## src/rtl/mem_stage_ctrl_pkg.sv

```systemverilog
// Shared definitions for the memory-stage controller: EX/M control bit positions,
// FSM state encoding and the default watchdog limit.
package mem_stage_ctrl_pkg;

  localparam int CTL_MEM_READ  = 0;
  localparam int CTL_MEM_WRITE = 1;
  localparam int CTL_REG_WRITE = 2;
  localparam int CTL_BRANCH    = 3;

  localparam logic [7:0] TIMEOUT_CYCLES_DEF = 8'd255;

  typedef enum logic [1:0] {
    ST_IDLE = 2'd0,
    ST_REQ  = 2'd1,
    ST_DONE = 2'd2
  } state_e;

  function automatic logic is_mem_op(input logic [3:0] ctl);
    return ctl[CTL_MEM_READ] | ctl[CTL_MEM_WRITE];
  endfunction

  // A request with both access bits set is treated as a store.
  function automatic logic is_load(input logic [3:0] ctl);
    return ctl[CTL_MEM_READ] & ~ctl[CTL_MEM_WRITE];
  endfunction

endpackage

```

## src/rtl/mem_timeout_counter.sv

```systemverilog
// Watchdog for an outstanding data-memory access; only built when MEM_TIMEOUT_EN is defined.
`ifdef MEM_TIMEOUT_EN
module mem_timeout_counter
  import mem_stage_ctrl_pkg::*;
#(
  parameter logic [7:0] LIMIT = TIMEOUT_CYCLES_DEF
) (
  input  logic clk,
  input  logic reset,
  input  logic start,
  input  logic active,
  output logic expired
);

  logic [7:0] cnt_q;
  logic [7:0] cnt_d;

  // Cleared as the access is launched, then counts every cycle spent waiting.
  always_comb begin
    cnt_d = cnt_q;
    if (start) begin
      cnt_d = 8'd0;
    end else if (active) begin
      cnt_d = cnt_q + 8'd1;
    end else begin
      cnt_d = cnt_q;
    end
  end

  // Counter register.
  always_ff @(posedge clk or posedge reset) begin
    if (reset) begin
      cnt_q <= 8'd0;
    end else begin
      cnt_q <= cnt_d;
    end
  end

  // Fires in the LIMIT-th waiting cycle, i.e. the cycle whose increment reaches LIMIT.
  assign expired = active && ((cnt_q + 8'd1) == LIMIT);

endmodule
`endif

```

## src/rtl/mem_stage_ctrl.sv

```systemverilog
// Memory-stage controller: single-outstanding loads/stores, pipeline stall and M/WB strobe.
// Defining MEM_TIMEOUT_EN adds the access watchdog and the sticky mem_error output.
module mem_stage_ctrl
  import mem_stage_ctrl_pkg::*;
#(
  parameter logic [7:0] TIMEOUT_CYCLES = TIMEOUT_CYCLES_DEF
) (
  input  logic        clk,
  input  logic        reset,
  input  logic [31:0] address_in,
  input  logic [31:0] next_pc_in,
  input  logic        ALU_zero_in,
  input  logic [31:0] data_in,
  input  logic [3:0]  control_in,
  input  logic [4:0]  rgD_index_in,
  output logic        ex_m_write,
  output logic        mem_req,
  output logic        mem_we,
  output logic [31:0] mem_addr,
  output logic [31:0] mem_wdata,
  input  logic        mem_ack,
  input  logic [31:0] mem_rdata,
  output logic        mwb_write,
  output logic [31:0] wb_data,
  output logic [4:0]  wb_rgD_index,
  output logic        wb_reg_write,
  output logic        branch_taken,
  output logic [31:0] branch_target
`ifdef MEM_TIMEOUT_EN
  ,
  output logic        mem_error
`endif
);

  state_e      state_q, state_d;
  logic        mem_req_q, mem_req_d;
  logic [31:0] addr_q, addr_d;
  logic [31:0] wdata_q, wdata_d;
  logic [3:0]  ctl_q, ctl_d;
  logic [4:0]  rgd_q, rgd_d;
  logic [31:0] result_q, result_d;
  logic        timed_out_q, timed_out_d;
  logic        timeout_hit_s;

`ifdef MEM_TIMEOUT_EN
  logic mem_error_q, mem_error_d;
  logic start_s;

  assign start_s = (state_q == ST_IDLE) && is_mem_op(control_in);

  mem_timeout_counter #(
    .LIMIT (TIMEOUT_CYCLES)
  ) u_timeout (
    .clk     (clk),
    .reset   (reset),
    .start   (start_s),
    .active  (state_q == ST_REQ),
    .expired (timeout_hit_s)
  );

  // An ack arriving in the expiry cycle takes precedence, so no error is flagged then.
  always_comb begin
    if ((state_q == ST_REQ) && !mem_ack && timeout_hit_s) begin
      mem_error_d = 1'b1;
    end else begin
      mem_error_d = mem_error_q;
    end
  end

  // Sticky error flag, cleared only by reset.
  always_ff @(posedge clk or posedge reset) begin
    if (reset) begin
      mem_error_q <= 1'b0;
    end else begin
      mem_error_q <= mem_error_d;
    end
  end

  assign mem_error = mem_error_q;
`else
  logic unused_cfg;
  assign timeout_hit_s = 1'b0;
  assign unused_cfg    = |TIMEOUT_CYCLES;
`endif

  // Next-state, holding-register updates and stage outputs.
  always_comb begin
    state_d      = state_q;
    mem_req_d    = mem_req_q;
    addr_d       = addr_q;
    wdata_d      = wdata_q;
    ctl_d        = ctl_q;
    rgd_d        = rgd_q;
    result_d     = result_q;
    timed_out_d  = timed_out_q;
    ex_m_write   = 1'b1;
    mwb_write    = 1'b0;
    wb_data      = 32'd0;
    wb_rgD_index = 5'd0;
    wb_reg_write = 1'b0;
    branch_taken = 1'b0;

    case (state_q)
      ST_IDLE: begin
        branch_taken = control_in[CTL_BRANCH] & ALU_zero_in;
        wb_data      = address_in;
        wb_rgD_index = rgD_index_in;
        if (is_mem_op(control_in)) begin
          ex_m_write  = 1'b0;
          addr_d      = address_in;
          wdata_d     = data_in;
          ctl_d       = control_in;
          rgd_d       = rgD_index_in;
          timed_out_d = 1'b0;
          mem_req_d   = 1'b1;
          state_d     = ST_REQ;
        end else begin
          mwb_write    = 1'b1;
          wb_reg_write = control_in[CTL_REG_WRITE];
        end
      end

      ST_REQ: begin
        ex_m_write = 1'b0;
        if (mem_ack) begin
          if (is_load(ctl_q)) begin
            result_d = mem_rdata;
          end else begin
            result_d = result_q;
          end
          mem_req_d = 1'b0;
          state_d   = ST_DONE;
        end else if (timeout_hit_s) begin
          timed_out_d = 1'b1;
          mem_req_d   = 1'b0;
          state_d     = ST_DONE;
        end else begin
          state_d = ST_REQ;
        end
      end

      ST_DONE: begin
        mwb_write    = 1'b1;
        wb_rgD_index = rgd_q;
        if (timed_out_q) begin
          wb_data      = 32'd0;
          wb_reg_write = 1'b0;
        end else begin
          wb_reg_write = ctl_q[CTL_REG_WRITE];
          if (is_load(ctl_q)) begin
            wb_data = result_q;
          end else begin
            wb_data = addr_q;
          end
        end
        state_d = ST_IDLE;
      end

      default: begin
        state_d   = ST_IDLE;
        mem_req_d = 1'b0;
      end
    endcase
  end

  // State and holding registers; reset drops mem_req at once, abandoning any access.
  always_ff @(posedge clk or posedge reset) begin
    if (reset) begin
      state_q     <= ST_IDLE;
      mem_req_q   <= 1'b0;
      addr_q      <= 32'd0;
      wdata_q     <= 32'd0;
      ctl_q       <= 4'd0;
      rgd_q       <= 5'd0;
      result_q    <= 32'd0;
      timed_out_q <= 1'b0;
    end else begin
      state_q     <= state_d;
      mem_req_q   <= mem_req_d;
      addr_q      <= addr_d;
      wdata_q     <= wdata_d;
      ctl_q       <= ctl_d;
      rgd_q       <= rgd_d;
      result_q    <= result_d;
      timed_out_q <= timed_out_d;
    end
  end

  assign mem_req       = mem_req_q;
  assign mem_we        = ctl_q[CTL_MEM_WRITE];
  assign mem_addr      = addr_q;
  assign mem_wdata     = wdata_q;
  assign branch_target = next_pc_in;

endmodule

```

## config.mk

```make
export PLATFORM = sky130hd
export DESIGN_NAME = mem_stage_ctrl
export DESIGN_NICKNAME = d
export VERILOG_FILES = /design/src/rtl/mem_stage_ctrl_pkg.sv /design/src/rtl/mem_timeout_counter.sv /design/src/rtl/mem_stage_ctrl.sv
export SDC_FILE = /design/constraint.sdc
export NUM_CORES = 1
export LEC_CHECK = 0
export BUFFER_PORTS_ARGS = -buffer_cell sky130_fd_sc_hd__buf_2
export CAP_MARGIN = 20
export CORE_AREA = 2 2 109 111
export DETAILED_ROUTE_END_ITERATION = 8
export DIE_AREA = 0 0 111 113
export HOLD_SLACK_MARGIN = 0.05
export PLACE_DENSITY_LB_ADDON = 0.2
export SETUP_SLACK_MARGIN = 0.3
export SLEW_MARGIN = 20
export SYNTH_ARGS = -nofsm -noshare
export SYNTH_HDL_FRONTEND = slang
export SYNTH_SLANG_ARGS = --single-unit
```

## constraint.sdc

```tcl
create_clock -name clk -period 7.3 [get_ports clk]
set_input_delay 1.46 -clock clk [delete_from_list [all_inputs] [get_ports clk]]
set_output_delay 1.46 -clock clk [all_outputs]
set_load 0.05 [all_outputs]
```

# --- Word-level counts from Yosys, hierarchy flattened ---
# Index checks and enable logic that the tools add are counted.
totals:
  output_inout_bits: 139
  mem_bits_rw: 0
  n_memories: 0
  in_bits: 141
  mem_bits_ro: 0
  ff_bits: 107
  latchBits: 0
  wordCells: 35
classes:
  mul: 0
  bitwise_logic: 5
  shifts: 0
  reduce_logical: 4
  mux: 15
  order_cmp: 0
  n_eq_ne: 4
  addsub: 0
  div_mod_pow: 0
ops:
  columns: ["cell", "n"]
  rows:
  - ["$pmux W32 S2", 1]
  - ["$mux W32", 1]
  - ["$pmux W5 S2", 1]
  - ["$pmux W1 S2", 3]
  - ["$reduce_and A3 Y1", 2]
  - ["$mux W1", 5]
  - ["$mux W2", 2]
  - ["$ne A2 B2 Y1 const B", 2]
  - ["$pmux W2 S2", 1]
  - ["$pmux W1 S3", 1]
  - ["$and A1 B1 Y1", 2]
  - ["$eq A2 B1 Y1 const B", 1]
  - ["$eq A2 B2 Y1 const B", 1]
  - ["$logic_not A2 Y1", 1]
  - ["$not A1 Y1", 2]
  - ["$reduce_and A2 Y1", 1]
  - ["$or A1 B1 Y1", 1]

# --- Logic depth before layout (Yosys ltp) ---
depth:
  ltp_word: 4
  depth_mapped: 6
  mapped_depth_nobuf: 3

# --- Worst setup path after synthesis ---
# No wires, ideal clock.
synth_path:
  kind: "input -> output"
  start: "input address_in[0]"
  end: "output wb_data[0]"
  n_path_buf: 0
  t_arrival_ns: 2.754
  setup_slack_ns: 3.086
  stages: 2
  path_cell_list: "nor2_1 a311oi_1"
synth_via:
  elab_chain_cells: 1
synth_rtl:
  columns: ["item", "line", "source"]
  rows:
  - ["start: declaration", "mem_stage_ctrl.sv:10", "input logic [31:0] address_in,"]
  - ["$pmux W32 S2", "mem_stage_ctrl.sv:103", "case (state_q)"]
  - ["end: declaration", "mem_stage_ctrl.sv:24", "output logic [31:0] wb_data,"]
# No other way between the ends.

# --- Final worst setup path ---
layout_path:
  start: "register state_q[1]"
  end: "output wb_data[5]"
layout_via:
  elab_chain_cells: 2
  word_cells_on_any_way: 3
  cone_classes: "eq/ne (1); mux (1); reduce/logical (1)"
layout_rtl:
  columns: ["item", "line", "source"]
  rows:
  - ["start: declaration", "mem_stage_ctrl.sv:35", "state_e state_q, state_d;"]
  - ["start signal: assignment", "mem_stage_ctrl.sv:178", "state_q <= state_d;"]
  - ["$eq A2 B2 Y1 / $logic_not A2 Y1 (equally long branches)", "mem_stage_ctrl.sv:103", null]
  - ["$pmux W32 S2 *", "mem_stage_ctrl.sv:103", null]
# Mark *: on every way between the ends. The rest lies on a longest branch, timed or not.

==> reports/summary.json <==
{
  "run_status": {
    "outcome": "completed"
  },
  "place": {
    "placed_cell_area_um2": 6105,
    "detailed_place_hpwl_um": 9758,
    "routabilityCongestion": 0.8371,
    "io_buffers": 215,
    "place.detailed.instances": 736
  },
  "clocking": {
    "cts_resized": 0,
    "cts-buffers-inserted": 9,
    "clock_latency_ns": 0.35,
    "path_clk_slew_ns": 0.07,
    "h-tree-depth": 3,
    "cts_tree": "built",
    "clock_path_buffers": 2,
    "post_cts_buffers": 0,
    "ctsRootBufferMaster": "clkbuf_16",
    "cts.sink_count": 107,
    "postCtsHoldBufs": 0
  },
  "logic_synthesis": {
    "synth.net_count": 576,
    "synth.lib_cells_used.distinct": 27,
    "synth-seq-cells": 107,
    "ys_seq_area_share_pct": 51.63,
    "post_synth_fa_ha_maj_area_fraction_pct": 0,
    "syn-cell-area_um2": 5186,
    "synth_top_cell_by_area": "dfrtp_1",
    "synthMuxAreaShare_pct": 25.28,
    "synth_largest_type_area_fraction_pct": 51.63,
    "largest_cells_by_area_after_synthesis": "dfrtp_1, mux2_1, mux2_4, a311oi_1, nand2_1",
    "area_fraction_in_compound_gates_after_synthesis_pct": 6.200,
    "warnings_synthesis": 0,
    "synth_top_family_by_area": "multiplexers",
    "netlist_instances": 435,
    "yosys.area_share.simple_pct": 9.168,
    "yosys.area_share.xor_xnor_pct": 0,
    "synth_area_per_cell_um2": 11.92
  },
  "routing": {
    "drt_drc_violations_left": 0,
    "route.layer.met1.wl_um": 5302,
    "top_layer": "met4",
    "num_vias": 4011,
    "wire_length_after_detailed_routing_um": 13750,
    "met2_wirelength_from_detailed_routing_um": 7220,
    "drt_pre_antenna_iters": 5,
    "vias_per_cell": 5.327,
    "wire_per_inst_um": 18.26,
    "drtIter0Drc": 175,
    "met3_routed_length_um": 872,
    "detail-route-antenna-nets": 0
  },
  "power": {
    "p_sw_share_pct": 52.66,
    "ir_drop_uv": 362.7,
    "clock_power_share_pct": 13.1,
    "share_seq_of_total_power_pct": 29.4,
    "power.leakage_nw": 3.155,
    "pwr_density_cell_nw_per_um2": 589.3,
    "internal_power_mw": 1.796,
    "power_frac_comb_pct": 57.5,
    "totalPowerFinal_mw": 3.793,
    "power_switching_mw": 1.997
  },
  "setup_path": {
    "critPathRequiredTime_ns": 5.84,
    "critPathCaptureType": "primary output",
    "timing.setup.critical_path_class": "register to primary output",
    "crit_chain": "buf_4 -> nor2_1 -> a311oi_1 -> buf_2",
    "cp_num_buf_inv": 2,
    "timing.critical_path.slowest_stage_cell": "dfrtp_2",
    "critical_path.top_delay_family": "buffers and inverters",
    "arrival_ns": 2.43,
    "crit_fanout": 40,
    "crit_path_max_incr_delay_ns": 0.82,
    "startpoint_types": "register"
  },
  "finish": {
    "flow.area_growth_from_synthesis_pct": 24.10,
    "finalInstanceArea_um2": 6436,
    "finalNonFillerCells": 753,
    "net_count_of_the_finished_layout": 746,
    "drive_gt1_share_pct": 44.92,
    "diodes": 0
  },
  "sta": {
    "fin_worst_skew_ns": 0.005795,
    "final_hold_viol_count": 0,
    "hold_slack_ns": 0.4862,
    "final.period_utilization_pct": 53.28,
    "final.min_clock_period_ns": 3.889,
    "max_slew.worst_pin.slew_ns": 0.9185,
    "slew_viol_final": 0,
    "worst_slew_margin_rel_pct": 38.77,
    "tns_ns": 0,
    "max_freq_ghz": 0.2571,
    "setup_viol_count_final": 0,
    "unrepaired_setup_endpoints_after_global_routing": "false"
  },
  "floorplanning": {
    "die_y_um": 113,
    "design.die.area_um2": 12540,
    "core_box_area_um2": 11270,
    "floorplan.rows": 39,
    "ios": 280,
    "initial_utilization_pct": 46.01,
    "die_width_um": 111
  },
  "job": {
    "max_cap_viol_count": 0
  },
  "global_route": {
    "vias_in_the_first_global_route": 4175,
    "grt_pass1_wl_um": 21560,
    "global_route.usage.total_pct": 21.89,
    "grt_max_degree": 71,
    "globalRoute.totalOverflow": 0,
    "initial_antenna_violation_count": 0
  },
  "worst_hold_path": {
    "hold_class": "register to register"
  }
}
-- layer usage --
metal	track usage, %	vias up
met5	0	-
met3	7.552	36
met4	7.333	0
met1	24.47	2006
met2	39.26	152
li1	-	1817
-- power groups by stage --
stage / clock network [mW] / logic, mW / registers, mW
floorplan: 0 / 1.11 / 1.72
global placement: 0 / 2.16 / 1.11
detailed placement: 0 / 2.18 / 1.12
CTS: 0.515 / 2.18 / 1.12
global route: 0.535 / 2.29 / 1.16
finish: 0.497 / 2.18 / 1.12
-- worst reg2reg max path, stage by stage, from the launching register on --
cell and delay [ns]:
dfrtp_1 0.95, buf_4 0.42, nor2_2 0.13, o21ai_4 0.23, buf_16 0.24, buf_4 0.51
mux2_1 0.42
-- registers in the layout, summed over array words and instances (netlist names) --
| register | count |
|---|---|
| state_q | 2 |
| result_q | 32 |
| ctl_q | 3 |
| mem_req | 1 |
| rgd_q | 5 |
| mem_wdata | 32 |
| mem_addr | 32 |
-- final timing paths --
kind	startpoint	to	slack, ns	depth (start not counted)
max	state_q[1]$_DFFE_PP0P_	wb_data[5]	3.41	4
min	mem_req$_DFFE_PP0P_	mem_req$_DFFE_PP0P_	0.49	2
max reg2reg	state_q[0]$_DFFE_PP0P_	mem_wdata[10]$_DFFE_PP0P_	4.29	6
min reg2reg	mem_req$_DFFE_PP0P_	mem_req$_DFFE_PP0P_	0.49	2
max in group asynchronous	reset	state_q[1]$_DFFE_PP0P_	4.82	3
min in group asynchronous	reset	mem_wdata[21]$_DFFE_PP0P_	1.13	2
-- logic make-up (layout without fill, tap and decap cells) --
family,after synthesis,in the layout
simple gates,119,119
mux,107,107
flops,107,107
buf+inv,64,239
compound gates,38,38
-- stage by stage --
step	util, %	setup slack (ns)
final	57.10	3.411
after global routing	57.10	3.240
after CTS	56.84	3.400
after detailed placement	54.16	3.502
after global placement	54.16	3.486
after floorplan	-	3.023
-- final cells by class --
| type | count | area [µm²] |
|---|---|---|
| clock buffer | 10 | 239.0 |
| clock inverter | 6 | 63.81 |
| fill | 1002 | 4836 |
| inverter | 1 | 6.256 |
| multi-input combinational | 264 | 2121 |
| sequential | 107 | 2679 |
| tap | 143 | 178.9 |
| timing repair buffer | 222 | 1149 |
-- synthesized netlist by cell type, drive strengths merged --
cell type / number
nor4b: 1
mux2i: 5
inv: 1
mux2: 102
nand2b: 2
a21oi: 1
a311oi: 32
clkbuf: 12
and2: 1
and3b: 1
or2: 1
nor2b: 1
and3: 1
buf: 51
a22o: 2
nor3: 1
dfrtp: 107
o21ai: 3
nor2: 42
nand2: 68
-- cells in the final DEF (no fill, tap or decap), types with 2 or more instances in the layout --
master      netlist  routed
nor2_1           41      41
nand2_1          68      68
a311oi_1         32      32
a22o_1            2       2
dfrtp_1         107     106
nand2b_1          2       2
mux2_1           72      72
mux2i_1           5       5
buf_4            32       6
mux2_4           30      30
buf_2            14     215
clkbuf_16         0       9
clkinvlp_4        0       2
clkinv_2          0       2
Note: power is estimated with default switching activity, not from simulation.
